File: config.mk
export PLATFORM = sky130hd
export DESIGN_NAME = mem_stage
export DESIGN_NICKNAME = d
export VERILOG_FILES = /design/src/rtl/mem_stage.sv
export SDC_FILE = /design/constraint.sdc
export NUM_CORES = 1
export LEC_CHECK = 0
export CAP_MARGIN = 10
export CORE_ASPECT_RATIO = 0.75
export CORE_MARGIN = 8
export CORE_UTILIZATION = 49
export CTS_BUF_LIST = sky130_fd_sc_hd__clkbuf_8
export CTS_CLUSTER_DIAMETER = 120
export DETAILED_ROUTE_END_ITERATION = 8
export PLACE_DENSITY = 0.84
export SLEW_MARGIN = 20
export SYNTH_ARGS = -nofsm -noshare
export SYNTH_HDL_FRONTEND = slang
export SYNTH_SLANG_ARGS = --single-unit
File: constraint.sdc
create_clock -name clk_i -period 6.3 [get_ports clk_i]
set_input_delay 0.945 -clock clk_i [delete_from_list [all_inputs] [get_ports clk_i]]
set_output_delay 0.945 -clock clk_i [all_outputs]
set_load 0.02 [all_outputs]
File: src/rtl/mem_stage.sv
// rtl/mem_stage.sv - RV32IM memory stage: data-memory req/gnt/rvalid access, load/store formatting, MEM/WB register
module mem_stage #(
  parameter int XLEN = 32
) (
  input  logic            clk_i,
  input  logic            rst_ni,
  input  logic            stall_w_i,
  input  logic            flush_m_i,
  input  logic            ex_valid_i,
  input  logic [XLEN-1:0] ex_alu_result_i,
  input  logic [XLEN-1:0] ex_store_data_i,
  input  logic [4:0]      ex_rd_addr_i,
  input  logic            ex_reg_write_en_i,
  input  logic            ex_mem_read_en_i,
  input  logic            ex_mem_write_en_i,
  input  logic [2:0]      ex_funct3_i,
  output logic            dmem_req_o,
  output logic            dmem_we_o,
  output logic [XLEN-1:0] dmem_addr_o,
  output logic [3:0]      dmem_be_o,
  output logic [XLEN-1:0] dmem_wdata_o,
  input  logic            dmem_gnt_i,
  input  logic            dmem_rvalid_i,
  input  logic [XLEN-1:0] dmem_rdata_i,
  output logic            mem_stall_req_o,
  output logic            misaligned_o,
  output logic            wb_valid_o,
  output logic            wb_reg_write_en_o,
  output logic [4:0]      wb_rd_addr_o,
  output logic [XLEN-1:0] wb_data_o
);
  typedef enum logic [1:0] {IDLE, REQ, RESP} state_t;

  state_t          state_q, state_d;
  logic            kill_q, kill_d, kill_eff;
  // done_q: access finished while MEM/WB was held; result parked until stall_w_i drops
  logic            done_q, done_kill_q;
  logic [XLEN-1:0] done_data_q;
  logic            is_mem, is_half, is_word, access;
  logic            req, pending, complete, load_done, stall;
  logic [XLEN-1:0] lane, load_data;
  logic [3:0]      store_be;
  logic [XLEN-1:0] store_data;

  assign is_mem  = ex_mem_read_en_i | ex_mem_write_en_i;
  assign is_half = (ex_funct3_i[1:0] == 2'b01);
  assign is_word = ex_funct3_i[1];
  assign misaligned_o = rst_ni & ex_valid_i & is_mem &
                        ((is_half & ex_alu_result_i[0]) | (is_word & (|ex_alu_result_i[1:0])));
  assign access = ex_valid_i & is_mem & ~misaligned_o & ~flush_m_i;

  always_comb begin
    state_d   = state_q;
    req       = 1'b0;
    pending   = 1'b0;
    complete  = 1'b0;
    load_done = 1'b0;
    case (state_q)
      IDLE: begin
        if (access && !done_q) begin
          req     = 1'b1;
          pending = 1'b1;
          if (dmem_gnt_i) begin
            if (ex_mem_write_en_i) complete = 1'b1;
            else                   state_d  = RESP;
          end else begin
            state_d = REQ;
          end
        end
      end
      REQ: begin
        req     = 1'b1;
        pending = 1'b1;
        if (dmem_gnt_i) begin
          if (ex_mem_write_en_i) begin
            complete = 1'b1;
            state_d  = IDLE;
          end else begin
            state_d = RESP;
          end
        end
      end
      RESP: begin
        pending = 1'b1;
        if (dmem_rvalid_i) begin
          complete  = 1'b1;
          load_done = 1'b1;
          state_d   = IDLE;
        end
      end
      default: state_d = IDLE;
    endcase
  end

  assign stall    = pending & ~complete;
  assign kill_eff = kill_q | (flush_m_i & (state_q != IDLE));
  assign kill_d   = (state_d == IDLE) ? 1'b0 : kill_eff;

  always_comb begin
    store_be   = 4'b1111;
    store_data = ex_store_data_i;
    if (ex_mem_write_en_i) begin
      case (ex_funct3_i[1:0])
        2'b00: begin
          store_be   = 4'b0001 << ex_alu_result_i[1:0];
          store_data = {4{ex_store_data_i[7:0]}};
        end
        2'b01: begin
          store_be   = ex_alu_result_i[1] ? 4'b1100 : 4'b0011;
          store_data = {2{ex_store_data_i[15:0]}};
        end
        default: store_be = 4'b1111;
      endcase
    end
  end

  assign lane = dmem_rdata_i >> {ex_alu_result_i[1:0], 3'b000};
  always_comb begin
    case (ex_funct3_i)
      3'b000:  load_data = {{24{lane[7]}}, lane[7:0]};
      3'b001:  load_data = {{16{lane[15]}}, lane[15:0]};
      3'b100:  load_data = {24'd0, lane[7:0]};
      3'b101:  load_data = {16'd0, lane[15:0]};
      default: load_data = dmem_rdata_i;
    endcase
  end

  assign dmem_req_o      = req & rst_ni;
  assign dmem_we_o       = dmem_req_o & ex_mem_write_en_i;
  assign dmem_addr_o     = dmem_req_o ? {ex_alu_result_i[XLEN-1:2], 2'b00} : '0;
  assign dmem_be_o       = dmem_req_o ? store_be : 4'b0000;
  assign dmem_wdata_o    = dmem_req_o ? store_data : '0;
  assign mem_stall_req_o = stall & rst_ni;

  always_ff @(posedge clk_i or negedge rst_ni) begin
    if (!rst_ni) begin
      state_q     <= IDLE;
      kill_q      <= 1'b0;
      done_q      <= 1'b0;
      done_kill_q <= 1'b0;
      done_data_q <= '0;
    end else begin
      state_q <= state_d;
      kill_q  <= kill_d;
      if (complete && stall_w_i) begin
        done_q      <= 1'b1;
        done_kill_q <= kill_eff;
        done_data_q <= load_done ? load_data : ex_alu_result_i;
      end else if (done_q && !stall_w_i) begin
        done_q      <= 1'b0;
        done_kill_q <= 1'b0;
      end
    end
  end

  always_ff @(posedge clk_i or negedge rst_ni) begin
    if (!rst_ni) begin
      wb_valid_o        <= 1'b0;
      wb_reg_write_en_o <= 1'b0;
      wb_rd_addr_o      <= 5'd0;
      wb_data_o         <= '0;
    end else if (stall_w_i) begin
      wb_valid_o        <= wb_valid_o;
    end else if (stall) begin
      wb_valid_o        <= 1'b0;
      wb_reg_write_en_o <= 1'b0;
    end else begin
      wb_valid_o        <= ex_valid_i & ~flush_m_i & ~kill_eff & ~(done_q & done_kill_q);
      wb_reg_write_en_o <= ex_reg_write_en_i & ex_valid_i & ~flush_m_i & ~misaligned_o &
                           ~kill_eff & ~(done_q & done_kill_q);
      wb_rd_addr_o      <= ex_rd_addr_i;
      wb_data_o         <= done_q ? done_data_q : (load_done ? load_data : ex_alu_result_i);
    end
  end
endmodule
# Word level (Yosys, flattened, before mapping)
# Cells that the tools add are included.
[op_classes] n_shift=2 reduce_logical=14 bitwise_logic=32 eq_ne=6 n_mux=33
[op_table] operator="$mux 32" n=5
[op_table] operator="$pmux 32 s4" n=1
[op_table] operator="$pmux 32 s2" n=1
[op_table] operator="$shr 32x5->16" n=1
[op_table] operator="$and 1x1->1" n=22
[op_table] operator="$mux 1" n=12
[op_table] operator="$mux 2" n=6
[op_table] operator="$mux 4" n=3
[op_table] operator="$pmux 4 s2" n=1
[op_table] operator="$not 1->1" n=7
[op_table] operator="$eq 3x3->1 const B" n=2
[op_table] operator="$logic_not 2->1" n=3
[op_table] operator="$pmux 2 s3" n=1
[op_table] operator="$eq 2x1->1 const B" n=2
[op_table] operator="$pmux 1 s2" n=2
[op_table] operator="$reduce_bool 2->1" n=2
[op_table] operator="$reduce_or 2->1" n=2
[op_table] operator="$shl 1x2->4 const A" n=1
[op_table] operator="$eq 3x1->1 const B" n=1
[op_table] operator="$logic_and 1x1->1" n=3
[op_table] operator="$logic_not 3->1" n=1
[op_table] operator="$or 1x1->1" n=3
[op_table] operator="$pmux 1 s3" n=1
[op_table] operator="$eq 2x2->1 const B" n=1
[op_table] operator="other kinds (2)" n=3
[totals] register_bits=76 input_bits=114

# Logic depth before layout (Yosys ltp)
# Gate-level depths: netlist (run 1).
[logic_depth] depth_word=14 mapped_depth=9 mapped_depth_nobuf=7

# Least setup slack after synthesis (run 1)
# OpenSTA, ideal clock, no wires.
[synth_timing] kind="input to output" from="input ex_alu_result_i[1]" to="output dmem_wdata_o[28]" path_buffers=2 setup_slack_ps=2634 required_time_ps=5355 t_arrival_ps=2721 path_stages=6 path_cell_list="clkbuf_1 -> and3_1 -> nor4_2 -> o21ai_2 -> clkbuf_1 -> a211oi_1"
[synth_between] elab_chain_cells=12
[synth_rtl] item="start: declaration" line_no="10" text="input logic [XLEN-1:0] ex_alu_result_i,"
[synth_rtl] item="$reduce_or 2->1" line_no="49" text="((is_half & ex_alu_result_i[0]) | (is_word & (|ex_alu_result_i[1:0])));"
[synth_rtl] item="$and 1x1->1" line_no="49"
[synth_rtl] item="$or 1x1->1" line_no="49"
[synth_rtl] item="$and 1x1->1" line_no="48" text="assign misaligned_o = rst_ni & ex_valid_i & is_mem &"
[synth_rtl] item="$not 1->1" line_no="50" text="assign access = ex_valid_i & is_mem & ~misaligned_o & ~flush_m_i;"
[synth_rtl] item="$and 1x1->1 (2 in series)" line_no="50"
[synth_rtl] item="$logic_and 1x1->1" line_no="60" text="if (access && !done_q) begin"
[synth_rtl] item="$mux 1" line_no="60"
[synth_rtl] item="$pmux 1 s2" line_no="58" text="case (state_q)"
[synth_rtl] item="$and 1x1->1" line_no="128" text="assign dmem_req_o = req & rst_ni;"
[synth_rtl] item="$mux 32" line_no="132" text="assign dmem_wdata_o = dmem_req_o ? store_data : '0;"
[synth_rtl] item="end: declaration" line_no="21" text="output logic [XLEN-1:0] dmem_wdata_o,"
# No other way between the ends.

# Worst setup path in the final report (run 1)
[layout_timing] from="input ex_valid_i" to="output dmem_addr_o[7]"
[layout_between] elab_chain_cells=11
[layout_rtl] item="start: declaration" line_no="9" text="input logic ex_valid_i,"
[layout_rtl] item="$and 1x1->1 (3 in series)" line_no="48"
[layout_rtl] item="$not 1->1" line_no="50"
[layout_rtl] item="$and 1x1->1 (*) (2 in series)" line_no="50"
[layout_rtl] item="$logic_and 1x1->1 (*)" line_no="60"
[layout_rtl] item="$mux 1 (*)" line_no="60"
[layout_rtl] item="$pmux 1 s2 (*)" line_no="58"
[layout_rtl] item="$and 1x1->1 (*)" line_no="128"
[layout_rtl] item="$mux 32 (*)" line_no="130" text="assign dmem_addr_o = dmem_req_o ? {ex_alu_result_i[XLEN-1:2], 2'b00} : '0;"
[layout_rtl] item="end: declaration" line_no="19" text="output logic [XLEN-1:0] dmem_addr_o,"
# Mark *: on every way between the ends. The rest lies on a longest branch, timed or not.

==> results.cfg, run 1 <==
[run_status]
status = complete, no violations

[logic_synthesis]
syn_area_mm2 = 0.00589
yosysMostFrequentCell = dfrtp_1
async_flop_share_pct = 100
synth-seq-area-share_pct = 32.3
synth_top_area_share_pct = 32.3
ys_warn_count = 0
syn_inst = 668
ys_types = 65
avgSynthCellArea_um2 = 8.81
ys_ff_latch = 76
synthTopCellsByArea = dfrtp_1 (32%), mux2_4 (6.9%), mux2_2 (6.5%)
synth.largest_area_cell = dfrtp_1
synth-edff-count = 0
synth_ff_type = dfrtp_1
synth_common_cells = dfrtp_1 (76), nor2_1 (54), clkbuf_1 (51)

[worst_setup_path]
required_ns = 5.35
cp.arrival_ns = 4.42
cp-start-kind = primary input
end_kind = output port
critical_path_class = in -> out
worst-path-max-fanout = 36

[sta]
hold_viol_final = 0
timing.final.max_slew_violations = 0
finalCritPeriodShare_pct = 85.1
fmax_mhz = 187
skew_ns = 0.0154
tightest_slew_ns = 0.957
rsz0062_at_grt = no
relSlewSlack_pct = 36.1
setup_tns_ns = 0
finalCriticalPeriod_ns = 5.36
setup_viol_count_final = 0

[global_routing]
grt_max_degree = 59
grt_overflow = 0
antenna_found_initial = 0
grt_usage_pct = 28.2
grt_pass1_wl_um = 35900
first_global_vias = 6179

[drt]
dr.pass1.iters = 8
drtIter0Drc = 797
drc = 0
wl_um = 23100
ant_nets = 0
vias_per_cell = 6.31
via_count = 6424
wire_per_inst_um = 22.7

[place]
dpl.cell_count = 1002
gp_congestion = 0.906
numPortBuffers = 222
hpwlAfterDp_um = 17300

[clocking]
cts_tree = yes
cts_made_buffers = 9
clk_pin_slew_ns = 0.07
clock_latency_ns = 0.37
ctsResizeCount = 0
clockRootBuffer = clkbuf_8
h-tree-depth = 3
clock_sinks = 76
cts_setup_buffers = 0
cts_buffer_depth = 2
cts-hold-fix-buffers = 0

[min_path]
hp-class = reg -> reg

[layout]
fill_cells = 904
nets = 969
final_cells = 1018
num_antenna_cells = 0
multi_input_area_mm2 = 0.00363
area_growth_pct = 42.0
drive_above_1_share_pct = 12.4
ff_latch_area_mm2 = 0.00190

[power_and_ir_drop]
irDropWorstVdd_uv = 291
power-per-cell-area_mw_per_mm2 = 371
leakage_uw = 0.00340

[die]
die-area_mm2 = 0.0158
start_util_pct = 50.5
fp-row-count = 34
die_w_um = 143
ios = 225
die_y_um = 111
design.core.area_mm2 = 0.0117

[run]
cap_violations = 0
-- placed cells by master, fill, tap and decap left out, drive strengths merged, types with 6 or more instances in the layout --
cell	netlist	routed
clkbuf	51	9
o21ai	38	38
clkdlybuf4s50	0	221
a32oi	6	6
nand2b	7	7
dfrtp	76	76
o32ai	23	23
mux2	61	61
o311ai	8	8
a211oi	29	29
mux2i	18	18
nor2	54	54
a21oi	47	47
o211a	7	7
inv	30	31
o31ai	6	6
and4	17	17
buf	13	14
and2	35	35
nand4	8	8
nand2	50	50
nand3	12	12
nand3b	7	7
-- through the flow --
| stage | hold WS, ns | total power (uW) | util, % | setup WS (ns) | instance area (um^2) |
|---|---|---|---|---|---|
| floorplan | 0.481 | 1980 | - | 2.63 | 5890 |
| global placement | 0.463 | 2650 | 70.0 | 1.15 | 8160 |
| detailed placement | 0.492 | 2700 | 70.0 | 1.01 | 8160 |
| CTS | 0.513 | 3090 | 71.7 | 0.986 | 8360 |
| global route | 0.525 | 3260 | 71.7 | 0.745 | 8360 |
| finish | 0.507 | 3100 | 71.7 | 0.939 | 8360 |
-- worst paths after layout --
kind	start	endpoint	slack (ns)	cells past startpoint
max	ex_valid_i	dmem_addr_o[7]	0.94	8
min	wb_valid_o	wb_valid_o	0.51	2
max reg2reg	state_q[0]	wb_rd_addr_o[3]	2.85	7
min reg2reg	wb_valid_o	wb_valid_o	0.51	2
max in group asynchronous	rst_ni	done_data_q[9]	4.76	2
min in group asynchronous	rst_ni	state_q[0]	0.53	1
-- cells by family (layout without fill, tap and decap cells) --
kind of cell / count (synthesis) / count (layout) / synth area share [%]
simple gates: 211 / 211 / 19.1
compound gates: 202 / 202 / 24.2
buf+inv: 94 / 281 / 6.63
mux: 80 / 80 / 16.8
flops: 76 / 76 / 32.3
fa+ha+maj: 4 / 4 / 0.850
other cells: 1 / 2 / 0.0637
-- report_power, final --
| part | total (uW) | switching, uW | leakage [uW] | internal, uW |
|---|---|---|---|---|
| registers | 880 | 149 | 0.000912 | 731 |
| logic | 1840 | 945 | 0.00239 | 893 |
| clock network | 385 | 200 | 0.000104 | 185 |
| total | 3100 | 1290 | 0.00340 | 1810 |
-- routing by layer --
layer	vias up	global-route usage, %	wire [um]
li1	2842	-	-
met1	3119	37.8	9480
met2	417	43.8	10700
met3	46	8.65	2550
met4	0	5.58	408
met5	-	0	0
-- area by class of cell --
type | instances | area share [%]
inverter | 30 | 1.35
multi-input combinational | 499 | 43.4
sequential | 76 | 22.7
timing repair buffer | 235 | 27.7
tap | 162 | 2.42
clock inverter | 7 | 0.898
clock buffer | 9 | 1.48
-- state kept, by name, summed over array words and instances, names as in the netlist, 2 cells and up --
register / count
wb_rd_addr_o: 5
state_q: 2
wb_data_o: 32
done_data_q: 32
-- critical path, cell delays in order --
cell	delay (ns)
clkdlybuf4s50_1	0.58
or3b_4	0.44
nor4_2	0.44
o21ai_2	0.09
buf_4	0.26
inv_1	0.74
and2_1	0.26
clkdlybuf4s50_1	0.64
Note: power is estimated with default switching activity, not from simulation.
==> inputs of run 2 (changes only) <==
--- a/config.mk
+++ b/config.mk
@@ -5,6 +5,7 @@
 export SDC_FILE = /design/constraint.sdc
 export NUM_CORES = 1
 export LEC_CHECK = 0
+export ABC_AREA = 0
 export CAP_MARGIN = 10
 export CORE_ASPECT_RATIO = 0.75
 export CORE_MARGIN = 8
@@ -12,7 +13,7 @@
 export CTS_BUF_LIST = sky130_fd_sc_hd__clkbuf_8
 export CTS_CLUSTER_DIAMETER = 120
 export DETAILED_ROUTE_END_ITERATION = 8
-export PLACE_DENSITY = 0.84
+export PLACE_DENSITY = 0.91
 export SLEW_MARGIN = 20
 export SYNTH_ARGS = -nofsm -noshare
 export SYNTH_HDL_FRONTEND = slang
==> results.cfg, run 2 (synthesis gave the netlist of run 1 again) <==
[layout]
mostFrequentLayoutCells = clkdlybuf4s50_1 (221), dfrtp_1 (76), nor2_1 (54)
num_antenna_cells = 0
fin_util_pct = 71.7
drive_above_1_share_pct = 12.3
nets = 968
reg_top3 = done_data_q: 32 flops, wb_data_o: 32 flops, wb_rd_addr_o: 5 flops
mostFrequentLayoutCell = clkdlybuf4s50_1
area_growth_pct = 42.0

[clocking]
cts-hold-fix-buffers = 0
cts_setup_buffers = 0
cts_made_buffers = 9
ctsResizeCount = 0
clock_latency_ns = 0.36
cts_tree = yes
clk_pin_slew_ns = 0.08
clockRootBuffer = clkbuf_8
cts_buffer_depth = 2
clock_sinks = 76
h-tree-depth = 3

[global_routing]
antenna_found_initial = 1
grt_max_degree = 74
grt_pass1_wl_um = 35500
first_global_vias = 6393
grt_usage_pct = 27.9
grt_overflow = 0

[worst_setup_path]
max_stage_delay_ns = 0.75
critPathBufInv = 4
required_ns = 5.35
cp.arrival_ns = 4.36
critical_path_class = in -> out
path_cells = clkdlybuf4s50_1, or3b_4, nor4_2, o21ai_2, buf_4, inv_1, and2_1, clkdlybuf4s50_1
r2r-end = wb_data_o[7]
critPathSlowestCell = inv_1
crit_top_cell = clkdlybuf4s50_1
cp-start-kind = primary input
r2r_start = state_q[0]
worst-path-max-fanout = 36
end_kind = output port
reg2reg_depth = 6
reg2reg_slack_ns = 3.02
cpLargestDelayFamily = buffers and inverters

[sta]
fmax_mhz = 188
tightest_slew_ns = 1.14
skew_ns = 0.0107
hold_viol_final = 0
setup_tns_ns = 0
finalCriticalPeriod_ns = 5.31
relSlewSlack_pct = 23.7
timing.final.max_slew_violations = 0
rsz0062_at_grt = no
hold_ws_ns = 0.416
finalCritPeriodShare_pct = 84.2
setup_viol_count_final = 0

[drt]
drc = 0
wire_per_inst_um = 22.4
wl_um = 22800
vias_per_cell = 6.26
drtIter0Drc = 723
ant_nets = 0
dr.pass1.iters = 5
via_count = 6369

[die]
design.core.area_mm2 = 0.0117
ios = 225
die-area_mm2 = 0.0158
start_util_pct = 50.5
die_y_um = 111
fp-row-count = 34
die_w_um = 143

[run_status]
status = complete, no violations

[place]
hpwlAfterDp_um = 17000
numPortBuffers = 222
gp_congestion = 0.879

[min_path]
hp-class = in -> async

[power_and_ir_drop]
power-per-cell-area_mw_per_mm2 = 373
irDropWorstVdd_uv = 327
leakage_uw = 0.00339

[run]
cap_violations = 0
run 2: cell types whose count changed in the layout (fill, tap and decap cells not counted), sizes merged:
| cell | delta |
|---|---|
| clkinvlp | +1 |
| clkinv | -5 |
| buf | -1 |
| inv | +4 |
run 2: routing by layer:
layer	wire length [um]	vias to the layer above	GRT usage, %
met5	13	-	0
met4	650	2	9.39
met3	2270	63	9.25
met2	10700	378	44.8
met1	9180	3083	34.5
li1	-	2843	-
run 2: worst max-delay path by stage:
stage / startpoint / slack [ns] / cells past startpoint / end
global route: ex_valid_i / 0.77 / 8 / dmem_addr_o[7]
finish: ex_valid_i / 0.99 / 8 / dmem_addr_o[17]
floorplan: ex_alu_result_i[1] / 2.63 / 6 / dmem_wdata_o[28]
detailed placement: ex_valid_i / 0.98 / 8 / dmem_addr_o[17]
global placement: ex_valid_i / 1.11 / 8 / dmem_addr_o[7]
CTS: ex_valid_i / 0.97 / 8 / dmem_addr_o[17]
run 2: power by group:
part / switching (uW) / internal, uW / total [uW]
Clock: 217 / 193 / 410
Sequential: 143 / 731 / 873
Combinational: 942 / 891 / 1830
run 2: worst reg2reg max path: cells and delay by family, from the launching register on:
family,cells,cell delay [ns]
buffers and inverters,1,0.11
muxes,1,0.29
DFF,1,0.41
AOI/OAI and AO/OA,2,0.90
and+or+nand+nor,1,0.83
adders and majority gates,1,0.63
run 2: metrics by stage:
stage	instance area [um^2]	worst slack (ns)	total power [uW]	instances
after floorplan	5890	2.63	1980	669
after global placement	8150	1.11	2630	1001
after detailed placement	8150	0.985	2690	1001
after CTS	8360	0.973	3110	1017
after global routing	8360	0.771	3280	1017
final	8360	0.993	3120	1017
run 2: final cells by class:
| class | count | area [um^2] |
|---|---|---|
| clock inverter | 7 | 86.3 |
| inverter | 30 | 113 |
| multi-input combinational | 499 | 3620 |
| sequential | 76 | 1900 |
| clock buffer | 9 | 124 |
| tap | 162 | 203 |
| timing repair buffer | 234 | 2310 |
| fill | 860 | 3300 |
==> inputs of run 3 (changes only) <==
--- a/config.mk
+++ b/config.mk
@@ -9,11 +9,11 @@
 export CAP_MARGIN = 10
 export CORE_ASPECT_RATIO = 0.75
 export CORE_MARGIN = 8
-export CORE_UTILIZATION = 49
+export CORE_UTILIZATION = 46
 export CTS_BUF_LIST = sky130_fd_sc_hd__clkbuf_8
 export CTS_CLUSTER_DIAMETER = 120
 export DETAILED_ROUTE_END_ITERATION = 8
-export PLACE_DENSITY = 0.91
+export PLACE_DENSITY = 0.86
 export SLEW_MARGIN = 20
 export SYNTH_ARGS = -nofsm -noshare
 export SYNTH_HDL_FRONTEND = slang
==> constraint.sdc (replaced) <==
create_clock -name clk_i -period 5.4 [get_ports clk_i]
set_input_delay 0.81 -clock clk_i [delete_from_list [all_inputs] [get_ports clk_i]]
set_output_delay 0.81 -clock clk_i [all_outputs]
set_load 0.02 [all_outputs]
==> results.cfg, run 3 (synthesis gave the netlist of run 1 again) <==
[power_and_ir_drop]
sw_frac_of_total_pct = 41.8
p_int_uw = 2120
irDropWorstVdd_uv = 348
pwr-share-comb_pct = 59.0
p_seq_share_pct = 27.9
clock_power_share_pct = 13.1
switchingPower_uw = 1520
total_power_uw = 3650
leakage_uw = 0.00340
power-per-cell-area_mw_per_mm2 = 435

[worst_setup_path]
reg2reg_depth = 7
end_kind = output port
crit_path_end = dmem_addr_o[29]
r2r_start = state_q[0]
critPathLaunch = ex_valid_i
required_ns = 4.59
cp-start-kind = primary input
critical_path_class = in -> out
cp.arrival_ns = 3.88
reg2reg_slack_ns = 1.90
r2r-end = wb_data_o[22]
worst-path-max-fanout = 21

[drt]
vias_per_cell = 6.21
dr.pass1.iters = 7
wl_um = 22900
drtIter0Drc = 681
via_count = 6348
drc = 0
ant_nets = 0
wire_per_inst_um = 22.4

[layout]
mostFrequentLayoutCells = clkdlybuf4s50_1 (221), dfrtp_1 (76), nor2_1 (54)
reg_top3 = done_data_q: 32 flops, wb_data_o: 32 flops, wb_rd_addr_o: 5 flops
drive_above_1_share_pct = 12.5
ff_latch_area_mm2 = 0.00190
area_growth_pct = 42.3
mostFrequentLayoutCell = clkdlybuf4s50_1
fill_cells = 980
multi_input_area_mm2 = 0.00363
nets = 970
num_antenna_cells = 0

[sta]
tightest_slew_ns = 0.985
timing.final.max_slew_violations = 0
fmax_mhz = 213
skew_ns = 0.0146
setup_tns_ns = 0
finalCritPeriodShare_pct = 86.8
finalCriticalPeriod_ns = 4.69
rsz0062_at_grt = no
hold_viol_final = 0
relSlewSlack_pct = 34.3
postLayoutSetupSlackWorst_ns = 0.713
setup_viol_count_final = 0

[clocking]
clk_pin_slew_ns = 0.08
cts-hold-fix-buffers = 0
clock_latency_ns = 0.38
clockRootBuffer = clkbuf_8
ctsResizeCount = 0
cts_made_buffers = 9
cts_tree = yes
clock_sinks = 76
cts_setup_buffers = 0
cts_buffer_depth = 2
h-tree-depth = 3

[global_routing]
grt_max_degree = 59
grt_usage_pct = 26.4
first_global_vias = 6299
antenna_found_initial = 0
grt_pass1_wl_um = 35700
grt_overflow = 0

[die]
die-area_mm2 = 0.0167
die_w_um = 147
start_util_pct = 47.5
design.core.area_mm2 = 0.0124
ios = 225
die_y_um = 114
fp-row-count = 35

[place]
hpwlAfterDp_um = 17000
gp_congestion = 0.924
numPortBuffers = 222
dp_slack_ns = 0.737

[run_status]
status = complete, no violations

[min_path]
hp-class = reg -> reg

[run]
cap_violations = 0
run 3: power by group through the flow:
stage,registers [uW],logic (uW),clock network (uW)
final,1020,2150,477
after global routing,1050,2280,509
after CTS,1010,2140,482
after detailed placement,1020,2130,0
after global placement,1000,2080,0
after floorplan,1160,1140,0
run 3: worst max-delay path, stage by stage:
cell             delay (ns)
clkdlybuf4s50_1        0.58
or3b_4                 0.44
nor4_2                 0.49
o21ai_2                0.09
inv_1                  0.34
buf_4                  0.32
and2_1                 0.17
clkdlybuf4s50_1        0.61
run 3: final cells by class:
class	count	area share, %
tap	166	2.48
multi-input combinational	499	43.3
sequential	76	22.7
timing repair buffer	236	27.7
clock buffer	9	1.48
inverter	30	1.34
clock inverter	7	0.985
run 3: stage by stage:
step | std cells | cell area [um^2] | utilization, % | hold WS (ns)
after floorplan | 669 | 5890 | - | 0.481
after global placement | 1007 | 8170 | 65.9 | 0.462
after detailed placement | 1007 | 8170 | 65.9 | 0.476
after CTS | 1023 | 8380 | 67.6 | 0.497
after global routing | 1023 | 8380 | 67.6 | 0.511
final | 1023 | 8380 | 67.6 | 0.496
run 3: worst min-delay path by stage:
stage | end | cells past startpoint | start | slack (ns)
final | wb_valid_o | 2 | wb_valid_o | 0.50
after global routing | wb_valid_o | 2 | wb_valid_o | 0.51
after CTS | wb_valid_o | 2 | wb_valid_o | 0.50
after detailed placement | wb_valid_o | 2 | wb_valid_o | 0.48
after global placement | wb_reg_write_en_o | 2 | wb_reg_write_en_o | 0.46
after floorplan | done_data_q[10] | 1 | done_data_q[10] | 0.48
run 3: metal layers:
layer	track usage [%]	part of all wire, %	vias to the layer above	wire length, um
li1	-	-	2843	-
met4	5.75	1.6	0	370
met2	42.6	46	385	10600
met5	0	0	-	0
met1	34.3	42	3076	9660
met3	7.75	9.8	44	2250
